===== config.mk =====
export PLATFORM = sky130hd
export DESIGN_NAME = cla_add_pipe_flat
export DESIGN_NICKNAME = d
export VERILOG_FILES = /design/src/rtl/cla_add_pipe_if.sv /design/src/rtl/cla_add_pipe.sv /design/src/flat_wrapper.sv
export SDC_FILE = /design/constraint.sdc
export NUM_CORES = 1
export LEC_CHECK = 0
export CAP_MARGIN = 20
export CELL_PAD_IN_SITES_DETAIL_PLACEMENT = 1
export CELL_PAD_IN_SITES_GLOBAL_PLACEMENT = 2
export CORE_MARGIN = 4
export CORE_UTILIZATION = 34
export DETAILED_ROUTE_END_ITERATION = 10
export PLACE_DENSITY = 0.88
export SYNTH_ARGS = -nofsm -noshare
export SYNTH_HDL_FRONTEND = slang
export SYNTH_SLANG_ARGS = --single-unit
export TNS_END_PERCENT = 30

===== constraint.sdc =====
create_clock -name clk -period 3.7 [get_ports clk]
set_clock_uncertainty 0.05 [all_clocks]
set_input_delay 0.555 -clock clk [delete_from_list [all_inputs] [get_ports clk]]
set_output_delay 0.555 -clock clk [all_outputs]
set_load 0.01 [all_outputs]

===== src/rtl/cla_add_pipe_if.sv =====
// Operand/result handshake bundle for cla_add_pipe.
// The sub signal exists only when CLA_ADD_SUB_EN is defined.
interface cla_add_pipe_if #(
    parameter int unsigned WIDTH = 32
);
    logic             in_valid;
    logic             in_ready;
    logic [WIDTH-1:0] a;
    logic [WIDTH-1:0] b;
    logic             cin;
`ifdef CLA_ADD_SUB_EN
    logic             sub;
`endif
    logic             out_valid;
    logic             out_ready;
    logic [WIDTH-1:0] sum;
    logic             cout;
    logic             ovf;
    logic             zero;

    modport master (
        output in_valid,
`ifdef CLA_ADD_SUB_EN
        output sub,
`endif
        output a, b, cin, out_ready,
        input  in_ready, out_valid, sum, cout, ovf, zero
    );

    modport slave (
        input  in_valid,
`ifdef CLA_ADD_SUB_EN
        input  sub,
`endif
        input  a, b, cin, out_ready,
        output in_ready, out_valid, sum, cout, ovf, zero
    );
endinterface


===== src/rtl/cla_add_pipe.sv =====
// Two-stage pipelined carry-lookahead adder with valid/ready flow control.
// Optional subtract support is enabled with the CLA_ADD_SUB_EN macro.
module cla_add_pipe #(
    parameter int unsigned WIDTH = 32
) (
    input logic          clk,
    input logic          rst_n,
    cla_add_pipe_if.slave bus
);
    localparam int unsigned NIB = WIDTH / 4;

    logic             s1_valid;
    logic [WIDTH-1:0] s1_p;
    logic [WIDTH-1:0] s1_g;
    logic             s1_c0;
    logic             s1_a_msb;
    logic             s1_b_msb;

    logic [WIDTH-1:0] bb_c;
    logic             c0_c;
    logic             in_load_c;
    logic             s2_load_c;
    logic [WIDTH-1:0] carry_c;
    logic [NIB:0]     nib_c;
    logic [WIDTH-1:0] sum_c;
    logic             ovf_c;

    // Effective second operand and carry-in
`ifdef CLA_ADD_SUB_EN
    assign bb_c = bus.sub ? ~bus.b : bus.b;
    assign c0_c = bus.sub | bus.cin;
`else
    assign bb_c = bus.b;
    assign c0_c = bus.cin;
`endif

    assign bus.in_ready = !s1_valid || !bus.out_valid || bus.out_ready;
    assign in_load_c    = bus.in_valid && bus.in_ready;
    assign s2_load_c    = s1_valid && (!bus.out_valid || bus.out_ready);

    // Stage 1: register propagate/generate terms
    always_ff @(posedge clk or negedge rst_n) begin
        if (!rst_n) begin
            s1_valid <= 1'b0;
            s1_p     <= '0;
            s1_g     <= '0;
            s1_c0    <= 1'b0;
            s1_a_msb <= 1'b0;
            s1_b_msb <= 1'b0;
        end else if (in_load_c) begin
            s1_valid <= 1'b1;
            s1_p     <= bus.a ^ bb_c;
            s1_g     <= bus.a & bb_c;
            s1_c0    <= c0_c;
            s1_a_msb <= bus.a[WIDTH-1];
            s1_b_msb <= bb_c[WIDTH-1];
        end else if (s2_load_c) begin
            s1_valid <= 1'b0;
        end
    end

    assign nib_c[0] = s1_c0;

    // Per-nibble full lookahead; group G/P chain the nibble carry-ins
    for (genvar n = 0; n < NIB; n++) begin : g_nib
        logic [3:0] p;
        logic [3:0] g;
        logic       ci;
        logic       grp_g;
        logic       grp_p;

        assign p  = s1_p[4*n +: 4];
        assign g  = s1_g[4*n +: 4];
        assign ci = nib_c[n];

        assign carry_c[4*n]     = ci;
        assign carry_c[4*n + 1] = g[0] | (p[0] & ci);
        assign carry_c[4*n + 2] = g[1] | (p[1] & g[0]) | (p[1] & p[0] & ci);
        assign carry_c[4*n + 3] = g[2] | (p[2] & g[1]) | (p[2] & p[1] & g[0])
                                | (p[2] & p[1] & p[0] & ci);

        assign grp_g = g[3] | (p[3] & g[2]) | (p[3] & p[2] & g[1])
                     | (p[3] & p[2] & p[1] & g[0]);
        assign grp_p = &p;

        assign nib_c[n+1] = grp_g | (grp_p & ci);
    end

    assign sum_c = s1_p ^ carry_c;
    assign ovf_c = (s1_a_msb == s1_b_msb) && (sum_c[WIDTH-1] != s1_a_msb);

    // Stage 2: result and flag registers
    always_ff @(posedge clk or negedge rst_n) begin
        if (!rst_n) begin
            bus.out_valid <= 1'b0;
            bus.sum       <= '0;
            bus.cout      <= 1'b0;
            bus.ovf       <= 1'b0;
            bus.zero      <= 1'b0;
        end else if (s2_load_c) begin
            bus.out_valid <= 1'b1;
            bus.sum       <= sum_c;
            bus.cout      <= nib_c[NIB];
            bus.ovf       <= ovf_c;
            bus.zero      <= ~|sum_c;
        end else if (bus.out_ready) begin
            bus.out_valid <= 1'b0;
        end
    end
endmodule


===== src/flat_wrapper.sv =====
// flat-port wrapper written by rule: the top's interface ports become plain ports
module cla_add_pipe_flat 
#(
    parameter int unsigned WIDTH = 32
)
  (clk, rst_n, bus_in_valid, bus_a, bus_b, bus_cin, bus_out_ready, bus_in_ready, bus_out_valid, bus_sum, bus_cout, bus_ovf, bus_zero);
  cla_add_pipe_if #(.WIDTH(WIDTH)) bus_i ();
  input logic clk;
  input logic rst_n;
  input wire logic [$bits(bus_i.in_valid)-1:0] bus_in_valid;
  input wire logic [$bits(bus_i.a)-1:0] bus_a;
  input wire logic [$bits(bus_i.b)-1:0] bus_b;
  input wire logic [$bits(bus_i.cin)-1:0] bus_cin;
  input wire logic [$bits(bus_i.out_ready)-1:0] bus_out_ready;
  output wire logic [$bits(bus_i.in_ready)-1:0] bus_in_ready;
  output wire logic [$bits(bus_i.out_valid)-1:0] bus_out_valid;
  output wire logic [$bits(bus_i.sum)-1:0] bus_sum;
  output wire logic [$bits(bus_i.cout)-1:0] bus_cout;
  output wire logic [$bits(bus_i.ovf)-1:0] bus_ovf;
  output wire logic [$bits(bus_i.zero)-1:0] bus_zero;
  assign bus_i.in_valid = bus_in_valid;
  assign bus_i.a = bus_a;
  assign bus_i.b = bus_b;
  assign bus_i.cin = bus_cin;
  assign bus_i.out_ready = bus_out_ready;
  assign bus_in_ready = bus_i.in_ready;
  assign bus_out_valid = bus_i.out_valid;
  assign bus_sum = bus_i.sum;
  assign bus_cout = bus_i.cout;
  assign bus_ovf = bus_i.ovf;
  assign bus_zero = bus_i.zero;
  cla_add_pipe #(.WIDTH(WIDTH)) u_core (.clk(clk), .rst_n(rst_n), .bus(bus_i));
endmodule

Word-level counts from Yosys, hierarchy flattened --
Cells that the tools add are included.
Word-level totals: register bits 104, input port bits 69, output and inout port bits 37, word-level logic and storage cells 240
Operators by class: equality and inequality tests 2, mux-type cells 4, bitwise gates (word level) 203, reductions and logical operators 20
Operators with widths (count):
- $and A1 B1 Y1 | 120
- $or A1 B1 Y1 | 80
- $xor A32 B32 Y32 | 2
- $and A32 B32 Y32 | 1
- $reduce_and A4 Y1 | 8
- $reduce_or A32 Y1 | 1
- $mux W1 | 4
- $reduce_bool A2 Y1 | 2
- $logic_and A1 B1 Y1 | 3
- $logic_not A1 Y1 | 3
- $logic_or A1 B1 Y1 | 3
- $eq A1 B1 Y1 | 1
- $ne A1 B1 Y1 | 1

Depth between registers and ports, before layout --
Gate-level depths: netlist of the first run.
depth in word-level cells 22, mapped depth 17, depth with buffers taken out 16

Worst setup path after synthesis of the first run --
No wires, ideal clock.
path kind reg-to-reg, start register u_core.s1_p[10], end register u_core.bus.zero, setup time 66 ps, data arrival time 3186 ps, required time 3584 ps, slack 399 ps, cell stages (with the launch flop) 17, buffers on the path 0, cell sequence dfrtp_1 -> and2_4 -> a221o_1 -> a22o_1 -> o21ai_2 -> a31o_2 -> nand2_1 -> ha_1 -> nor2_1 -> xor2_1 -> nand4_1 -> a2111oi_0 -> o21ai_0 -> nor4_1 -> o2111ai_1 -> a221oi_2 -> a22o_1
On the way: word-level cells in the longest chain between the ends 18, elaborated cells on any way between the ends 58, those cells by class bitwise: 55; reduce/logical: 3
RTL lines:
- start: declaration | line cla_add_pipe.sv:13 | logic [WIDTH-1:0] s1_p;
- start signal: assignment | line cla_add_pipe.sv:52 | s1_p <= bus.a ^ bb_c;
- $and A1 B1 Y1 | line cla_add_pipe.sv:82, cla_add_pipe.sv:83
- $and A1 B1 Y1 (on tied branches) | line cla_add_pipe.sv:82, cla_add_pipe.sv:83
- $or A1 B1 Y1 or $and A1 B1 Y1 (tied branches) | line cla_add_pipe.sv:82, cla_add_pipe.sv:83
- $or A1 B1 Y1 | line cla_add_pipe.sv:83 | | (p[3] & p[2] & p[1] & g[0]);
- $or A1 B1 Y1 | line cla_add_pipe.sv:86 | assign nib_c[n+1] = grp_g | (grp_p & ci);
- $and A1 B1 Y1 | line cla_add_pipe.sv:86
- $or A1 B1 Y1 | line cla_add_pipe.sv:86
- $and A1 B1 Y1 | line cla_add_pipe.sv:86
- (+2 left out)
- $or A1 B1 Y1 | line cla_add_pipe.sv:86
- $and A1 B1 Y1 | line cla_add_pipe.sv:86
- $or A1 B1 Y1 | line cla_add_pipe.sv:86
- $and A1 B1 Y1 (on tied branches) | line cla_add_pipe.sv:77, cla_add_pipe.sv:78, cla_add_pipe.sv:80
- $or A1 B1 Y1 (on tied branches) | line cla_add_pipe.sv:77, cla_add_pipe.sv:78, cla_add_pipe.sv:80
- $xor A32 B32 Y32 * | line cla_add_pipe.sv:89 | assign sum_c = s1_p ^ carry_c;
- $reduce_or A32 Y1 * | line cla_add_pipe.sv:105 | bus.zero <= ~|sum_c;
- $logic_not A1 Y1 * | line cla_add_pipe.sv:105
- end signal: assignment | line cla_add_pipe.sv:105
- end: declaration | line cla_add_pipe_if.sv:36 | output in_ready, out_valid, sum, cout, ovf, zero
Mark *: on every way between the ends. The rest lies on a longest branch, timed or not. A chain may end at the register's enable or synchronous reset.

Worst setup path in the final report of the first run --
start register u_core.s1_g[0], end register u_core.bus.zero
On the way: word-level cells in the longest chain between the ends 20, elaborated cells on any way between the ends 67, those cells by class bitwise: 65; reduce/logical: 2
RTL lines:
- start: declaration | line cla_add_pipe.sv:14 | logic [WIDTH-1:0] s1_g;
- start signal: assignment | line cla_add_pipe.sv:53 | s1_g <= bus.a & bb_c;
- $and A1 B1 Y1 | line cla_add_pipe.sv:83
- $or A1 B1 Y1 | line cla_add_pipe.sv:83
- $or A1 B1 Y1 | line cla_add_pipe.sv:86
- $and A1 B1 Y1 | line cla_add_pipe.sv:86
- $or A1 B1 Y1 | line cla_add_pipe.sv:86
- $and A1 B1 Y1 | line cla_add_pipe.sv:86
- $or A1 B1 Y1 | line cla_add_pipe.sv:86
- $and A1 B1 Y1 | line cla_add_pipe.sv:86
- (+4 left out)
- $or A1 B1 Y1 | line cla_add_pipe.sv:86
- $and A1 B1 Y1 | line cla_add_pipe.sv:86
- $or A1 B1 Y1 | line cla_add_pipe.sv:86
- $and A1 B1 Y1 (on tied branches) | line cla_add_pipe.sv:77, cla_add_pipe.sv:78, cla_add_pipe.sv:80
- $or A1 B1 Y1 (on tied branches) | line cla_add_pipe.sv:77, cla_add_pipe.sv:78, cla_add_pipe.sv:80
- $xor A32 B32 Y32 * | line cla_add_pipe.sv:89
- $reduce_or A32 Y1 * | line cla_add_pipe.sv:105
- $logic_not A1 Y1 * | line cla_add_pipe.sv:105
Marks and branches as above.

==> results summary, run 1 <==
The number of setup violations in the final report came out at 0. The number of placement rows came out at 45. The share of synthesized area in the top cell type comes to 0.484. The final instance area came out at 7190 µm². In the final routed layout, each cell accounts on average for 18.0 µm. The combined global-route utilization of all metal layers came out at 0.168. Compared with the post-synthesis result, the final layout area differs by 33.7%. The number of hold violations in the final report came out at 0. Power spread over the standard cell area amounts to 557 nW/µm². The remaining routing DRC violations is 0.

In this run the worst setup path terminates at u_core.bus.zero. The shortest period the worst path allows came out at 3.59 ns. The number of global-route vias before repair was 4431. The clock latency reported for the late side of the worst-skew pair is 0.36 ns. For this run, the leading register cell type out of synthesis is dfrtp_1.

The largest net degree at the start of global routing came out at 55. The CTS H-tree depth is 3. Data arrives at the worst endpoint at 3.83 ns.

The mean cell area of the mapped netlist came out at 11.6 µm². The final weighted congestion in routability-driven placement came out at 0.837. The cts-stage hold buffer count came out at 0.

In this run the cell area measured after placement is 6780 µm². The sequential-to-total area share from yosys stat is 0.484. The area of the core region is 15400 µm².

The largest individual stage delay along the critical path comes from the cell dfrtp_1. The maximum fanout along the worst path came out at 4. The clock slew at the register clock pins of the worst setup and hold paths is 0.08 ns. In this run the vertical extent of the chip is 134 µm.

The area enclosed by the die boundary is 17900 µm². The number of DRC markers in iteration 0 is 223. Port buffering added 105 buffers. The post-synthesis instance area is 5380 µm². The initial utilization of the core area, before any placement, comes to 0.350. The clock root buffer master is clkbuf_16. The worst hold path belongs to the class input pin to async pin. Counting along the longest clock path gives a buffer depth of 2. The transition at the pin with the smallest max-transition slack came out at 0.711 ns. Setup repair after global routing could not meet its margin everywhere.

The slack of the worst reg-to-reg path came out at 0.11 ns. The number of enable flip-flop cells after synthesis came out at 0. The setup path with the least slack is of type register to register. The boundary pin count came out at 106. Counting the buffers created by CTS gives 9.

Summed over all instances, the cell type with the most area after synthesis is dfrtp_1. The launch point of the worst path is u_core.s1_g[0]. The number of unique standard cell types used by synthesis is 53.

Yosys printed 0 warnings. Walking the worst path, the cells encountered are a211o_1, a211oi_4, o211ai_1, o21ai_2, a31o_2, nand2_2, ha_4, nor2_4, xor2_2, nand4_1, a2111oi_2, o21ai_1, nor4_1, o2111ai_1, a221oi_2, a22o_1. The final net count is 699. The number of max-slew violations in the final report is 0. The ratio of cells with drive above 1 in the final layout is 0.247.

The number of clock sinks came out at 104. For this run, asynchronously set or reset flops after synthesis account for 1.00. The wire-length estimate of the detail-placed layout is 11.1 mm. The required time of the worst setup path came out at 3.94 ns.

STA classifies the critical path endpoint as a register. The design draws 0.00401 W. Counting flops and latches in the post-synthesis netlist gives 104. The cell count after synthesis came out at 465. The synthesized netlist net count came out at 574. The routed layout has 4085 vias. The final-layout setup total negative slack came out at 0 ns.

The number of inserted diodes came out at 0. After synthesis, the cell types taking the most area are dfrtp_1, mux2_2, ha_1. The worst-case vdd ir drop is 0.000226 V. The global-route wire length before repair is 23.9 mm. Before antenna repair, the detailed router went through 5 iterations.

The initial antenna violation count is 0. The remaining antenna violation count after routing is 0. The highest clock frequency the design can meet came out at 0.278 GHz. Measured in cells, the most critical reg-to-reg path has a length of 16. The worst pin sits at a relative slew slack of 0.525.

The start of the worst register-to-register path is u_core.s1_g[0]. In this design, the stage delay of the slowest critical-path cell is 0.42 ns. The worst reg2reg path endpoint is u_core.bus.zero. The via-per-instance ratio came out at 5.07. TritonCTS built the clock tree.

The post-route fraction of the period consumed by the critical path is 0.971. The number of violations of the max-capacitance limit is 0. The element type at the critical path start is a register.

The die extent in x is 134 µm. The total routed wirelength is 14.5 mm. The aggregate global routing overflow is 0. The run finished with clean final reports.

The leakage power figure is 3.17 nW. The tightest hold margin came out at 0.167 ns.
==> per-layer routing <==
layer / share of wire / global-route usage / vias up
li1: - / - / 1945
met1: 0.46 / 0.223 / 2037
met2: 0.49 / 0.277 / 86
met3: 0.034 / 0.0370 / 17
met4: 0.017 / 0.0463 / 0
met5: 0 / 0 / -
==> sequential cells by signal, summed over array words and instances, names as in the netlist <==
signal	flops
u_core.bus.sum	32
u_core.s1_g	32
u_core.s1_p	32
u_core.bus.cout	1
u_core.bus.out_valid	1
u_core.bus.ovf	1
u_core.bus.zero	1
u_core.g_nib.ci	1
u_core.s1_a_msb	1
u_core.s1_b_msb	1
u_core.s1_valid	1
==> cells in the mapped netlist (6+ instances only) <==
cell type    n
dfrtp_1    104
mux2_2      75
nand2_1     54
ha_1        40
o21ai_0     25
nor2_1      19
a21o_1      12
clkbuf_1    12
a21oi_1     11
xor2_1      10
nand3_1      9
nand2b_1     6
==> logic make-up after synthesis <==
kind of cell	Yosys count	share of synthesized area
AOI/OAI and AO/OA	94	0.123
xor gates and xnor gates	15	0.0244
adders and majority gates	40	0.0931
buffers and inverters	19	0.0135
DFF	104	0.484
muxes	76	0.159
and+or+nand+nor	117	0.104
==> power breakdown <==
group / internal [W] / switching (W) / leakage [nW]
sequential: 0.00140 / 0.000246 / 1.27
combinational: 0.000780 / 0.000653 / 1.77
clock: 0.000478 / 0.000448 / 0.135
==> placed cells by master, fill, tap and decap left out, types with 6 or more instances in the layout <==
cell type / synthesis / routed
a21o_1: 12 / 12
a21oi_1: 11 / 11
buf_4: 0 / 20
clkbuf_16: 0 / 9
clkdlybuf4s50_1: 0 / 104
dfrtp_1: 104 / 104
ha_1: 40 / 38
mux2_2: 75 / 75
nand2_1: 54 / 52
nand2b_1: 6 / 6
nand3_1: 9 / 9
nor2_1: 19 / 17
o21ai_0: 25 / 23
xor2_1: 10 / 9
==> cell type report <==
type                            count  area (µm²)
Clock buffer                       10         239
Inverter                            5        18.8
Fill cell                        1622        8180
Sequential cell                   104        2600
Clock inverter                      6        42.5
Multi-Input combinational cell    342        2770
Timing Repair Buffer              128        1250
Tap cell                          211         264
==> metrics by stage <==
stage	setup WS [ns]	cells	utilization
CTS	0.00881	799	0.460
finish	0.106	806	0.468
detailed placement	-0.104	782	0.441
global placement	0.0855	782	0.441
global route	-0.113	806	0.468
floorplan	0.399	465	-
==> timing repair <==
| action | 4_1_cts | 5_1_grt |
|---|---|---|
| pin swaps | 7 | 14 |
| setup endpoints to repair | 1 | 1 |
| resized for setup | 3 | 16 |
| buffers inserted | 1 | 7 |
| gates cloned | 0 | 0 |
==> critical path: cells and delay by family (launching register included) <==
kind                       cells  cell delay, ns
AOI/OAI and AO/OA             10            2.22
xor gates and xnor gates       1            0.16
adders and majority gates      1            0.18
DFF                            1            0.42
and+or+nand+nor                4            0.51
==> how the worst min path moves through the flow <==
stage	cells after the start	to	slack, ns	from
3_5_place_dp	1	u_core.bus.sum[26]	0.42	u_core.bus.sum[26]
6_report	1	u_core.bus.sum[30]	0.17	rst_n
5_1_grt	1	u_core.bus.sum[30]	0.23	rst_n
2_1_floorplan	0	u_core.bus.cout	0.21	rst_n
3_3_place_gp	1	u_core.bus.sum[26]	0.42	u_core.bus.sum[26]
4_1_cts	1	u_core.bus.sum[31]	0.20	rst_n
Power figures use the tool's default switching activity.
==> run 2, diff against run 1 <==
--- a/config.mk
+++ b/config.mk
@@ -12,6 +12,7 @@
 export CORE_UTILIZATION = 34
 export DETAILED_ROUTE_END_ITERATION = 10
 export PLACE_DENSITY = 0.88
+export SKIP_CTS_REPAIR_TIMING = 1
 export SYNTH_ARGS = -nofsm -noshare
 export SYNTH_HDL_FRONTEND = slang
 export SYNTH_SLANG_ARGS = --single-unit
==> results summary, run 2 (synthesized netlist as in run 1, its figures left out) <==
The CTS H-tree depth came to 3 (unchanged). The starting density of the core came out at 0.350 (unchanged). The number of DRC markers in iteration 0 was 228 (+2.2%).

The number of placement rows is 45 (unchanged). The met3 demand-to-capacity share in global routing is 0.0370 (unchanged). The sum of buffers and inverters on the critical path is 1 (+1).

The fraction of met2 tracks used by global routing is 0.276 (-0.000561). The clock root buffer master is clkbuf_16. The number of hold violations in the final report came out at 0 (unchanged). The number of clock sinks is 104 (unchanged).

The highest clock frequency the design can meet is 0.275 GHz (-1.2%). The fraction of met1 tracks used by global routing came out at 0.223 (+0.000239). The maximum fanout along the worst path is 5 (+1). The number of violations of the max-capacitance limit came out at 0 (unchanged). The average wire per cell in the routed design came out at 18.0 µm (-0.24%). The die extent in x came out at 134 µm (unchanged). The via-per-instance ratio came out at 5.09 (+0.51%). The required time of the worst setup path is 3.94 ns (about the same). The class of the most critical setup path is register to register. The clock slew at the register clock pins of the worst setup and hold paths came out at 0.08 ns (about the same). The area enclosed by the die boundary is 17900 µm² (unchanged). The number of buffers created by CTS came to 9 (unchanged). The internal portion of total power came out at 0.00269 W (+0.91%).

The worst setup path is launched from a register. The total routed wirelength was 14.5 mm (-0.12%). The number of inserted diodes is 0 (unchanged).

The relative slew slack came out at 0.526 (+0.00103). The die span in y came to 134 µm (unchanged). In the final layout, the registers with the most flip-flops are u_core.bus.sum x32, u_core.s1_g x32, u_core.s1_p x32. The transition at the pin with the smallest max-transition slack is 0.709 ns (-0.00154 ns). The remaining routing DRC violations was 0 (unchanged). The number of global-route vias before repair was 4422 (-0.20%). The via total after detailed routing is 4111 (+0.64%).

The number of I/O port buffers came out at 105 (unchanged). The largest net degree at the start of global routing is 55 (unchanged). The final net count came out at 700 (+0.14%). The kind of cell with the highest combined delay along the critical path is compound AO/OA/AOI/OAI gates. The reported net switching power came out at 0.00137 W (+1.5%).

The worst-case vdd ir drop is 0.000229 V (+1.1%). The number of max-slew violations in the final report was 0 (unchanged). The post-route fraction of the period consumed by the critical path is 0.983 (+0.0113). The layer flagged by global routing as most heavily used is met2. The final core utilization came to 0.472 (+0.00423).

The proportion of power drawn by combinational gates was 0.365 (+0.008). The shortest period the worst path allows was 3.64 ns (+0.0418 ns). STA classifies the critical path endpoint as a register. TritonCTS built the clock tree. The initial antenna violation count is 0 (unchanged). The tightest min-delay check is of the input pin to async pin type. The clock network fraction of total power is 0.228 (-0.003). The cell total after placement is 782 (unchanged). The number of cells in the finished layout apart from fillers is 807 (+0.12%). The maximum clock path buffer count is 2 (unchanged). The boundary pin count came out at 106 (unchanged). The final-layout setup total negative slack is 0 ns (unchanged). The longest individual stage delay on the worst path is 0.42 ns (about the same). The final weighted congestion in routability-driven placement came out at 0.837 (unchanged). The net switching fraction of the power was 0.337 (+0.00126). The global-route wire length before repair is 23.9 mm (about the same).

Setup repair after global routing could not meet its margin everywhere. The top cell types in the final layout, fill and taps aside, are clkdlybuf4s50_1, dfrtp_1, mux2_2. The remaining antenna violation count after routing came out at 0 (unchanged). The total chip power was 0.00405 W (+1.1%). The power density over the cells came out at 558 nW/µm² (+0.19%). The worst-case reg-to-reg path depth was 16 (unchanged). The largest individual stage delay along the critical path comes from the cell dfrtp_1. The ratio of cells with drive above 1 in the final layout is 0.257 (+0.00965). The area of the core region came out at 15400 µm² (unchanged). The run finished with clean final reports.

The register share of total power came to 0.407 (-0.005). The number of setup violations in the final report came out at 0 (unchanged). The data arrival time of the critical path came out at 3.88 ns (+0.05 ns). The post-DP HPWL is 11.1 mm (unchanged).

The leakage power figure came out at 3.18 nW (+0.31%). Traced cell by cell, the critical path runs through a211o_1, a211oi_4, o211ai_1, o21ai_2, buf_4, nand3_1, ha_4, nor2_1, xor2_1, nand4_1, a2111oi_4, o21ai_1, nor4_1, o2111ai_1, a221oi_2, a22o_1. The aggregate global routing overflow is 0 (unchanged).

The number of detailed-routing iterations run before antenna repair is 4 (-1). The clock latency reported for the late side of the worst-skew pair came out at 0.36 ns (about the same). The combined global-route utilization of all metal layers came out at 0.168 (about the same). The logic depth of the worst setup path including buffers was 16 (unchanged). Relative to the synthesized area, the layout overhead comes to 34.9%.
-- run 2: routing by layer --
| metal | vias to the layer above | routed length (µm) |
|---|---|---|
| met3 | 16 | 499 |
| met1 | 2064 | 6680 |
| met4 | 0 | 267 |
| li1 | 1946 | - |
| met2 | 85 | 7080 |
| met5 | - | 0 |
-- run 2: worst paths after layout --
path,startpoint,to,slack [ns]
max reg2reg,u_core.s1_g[1],u_core.bus.zero,0.06
min,rst_n,u_core.bus.sum[30],0.17
max in group asynchronous,rst_n,u_core.s1_g[5],2.70
min in group clk,u_core.bus.sum[15],u_core.bus.sum[15],0.44
max,u_core.s1_g[1],u_core.bus.zero,0.06
min reg2reg,u_core.bus.sum[15],u_core.bus.sum[15],0.44
-- run 2: power groups by stage --
stage	sequential (W)	clock (W)	combinational (W)
after global routing	0.00169	0.00101	0.00161
final	0.00165	0.000923	0.00148
after CTS	0.00165	0.000953	0.00138
after floorplan	0.00166	0	0.000634
after detailed placement	0.00167	0	0.00138
after global placement	0.00165	0	0.00133
-- run 2: final cells by class --
type                            instances  area (µm²)
Timing Repair Buffer                  129        1260
Clock buffer                           10         239
Clock inverter                          6        42.5
Multi-Input combinational cell        342        2830
Inverter                                5        18.8
Sequential cell                       104        2600
Fill cell                            1628        8110
Tap cell                              211         264
-- run 2: worst register-to-register path: cells and delay by family, from the launching register on --
kind | cells | cell delay (ns)
AND/OR/NAND/NOR | 4 | 0.66
XOR/XNOR | 1 | 0.22
flip-flops | 1 | 0.42
adder cells (fa/ha/maj) | 1 | 0.18
buffers and inverters | 1 | 0.15
AO/OA/AOI/OAI | 9 | 1.89
-- run 2: stage by stage --
step,hold slack [ns],area (µm²),setup slack (ns)
2_1_floorplan,0.209,5380,0.399
3_3_place_gp,0.417,6780,0.0855
3_5_place_dp,0.423,6780,-0.104
4_1_cts,0.196,7060,-0.126
5_1_grt,0.226,7260,-0.196
6_report,0.169,7260,0.0646
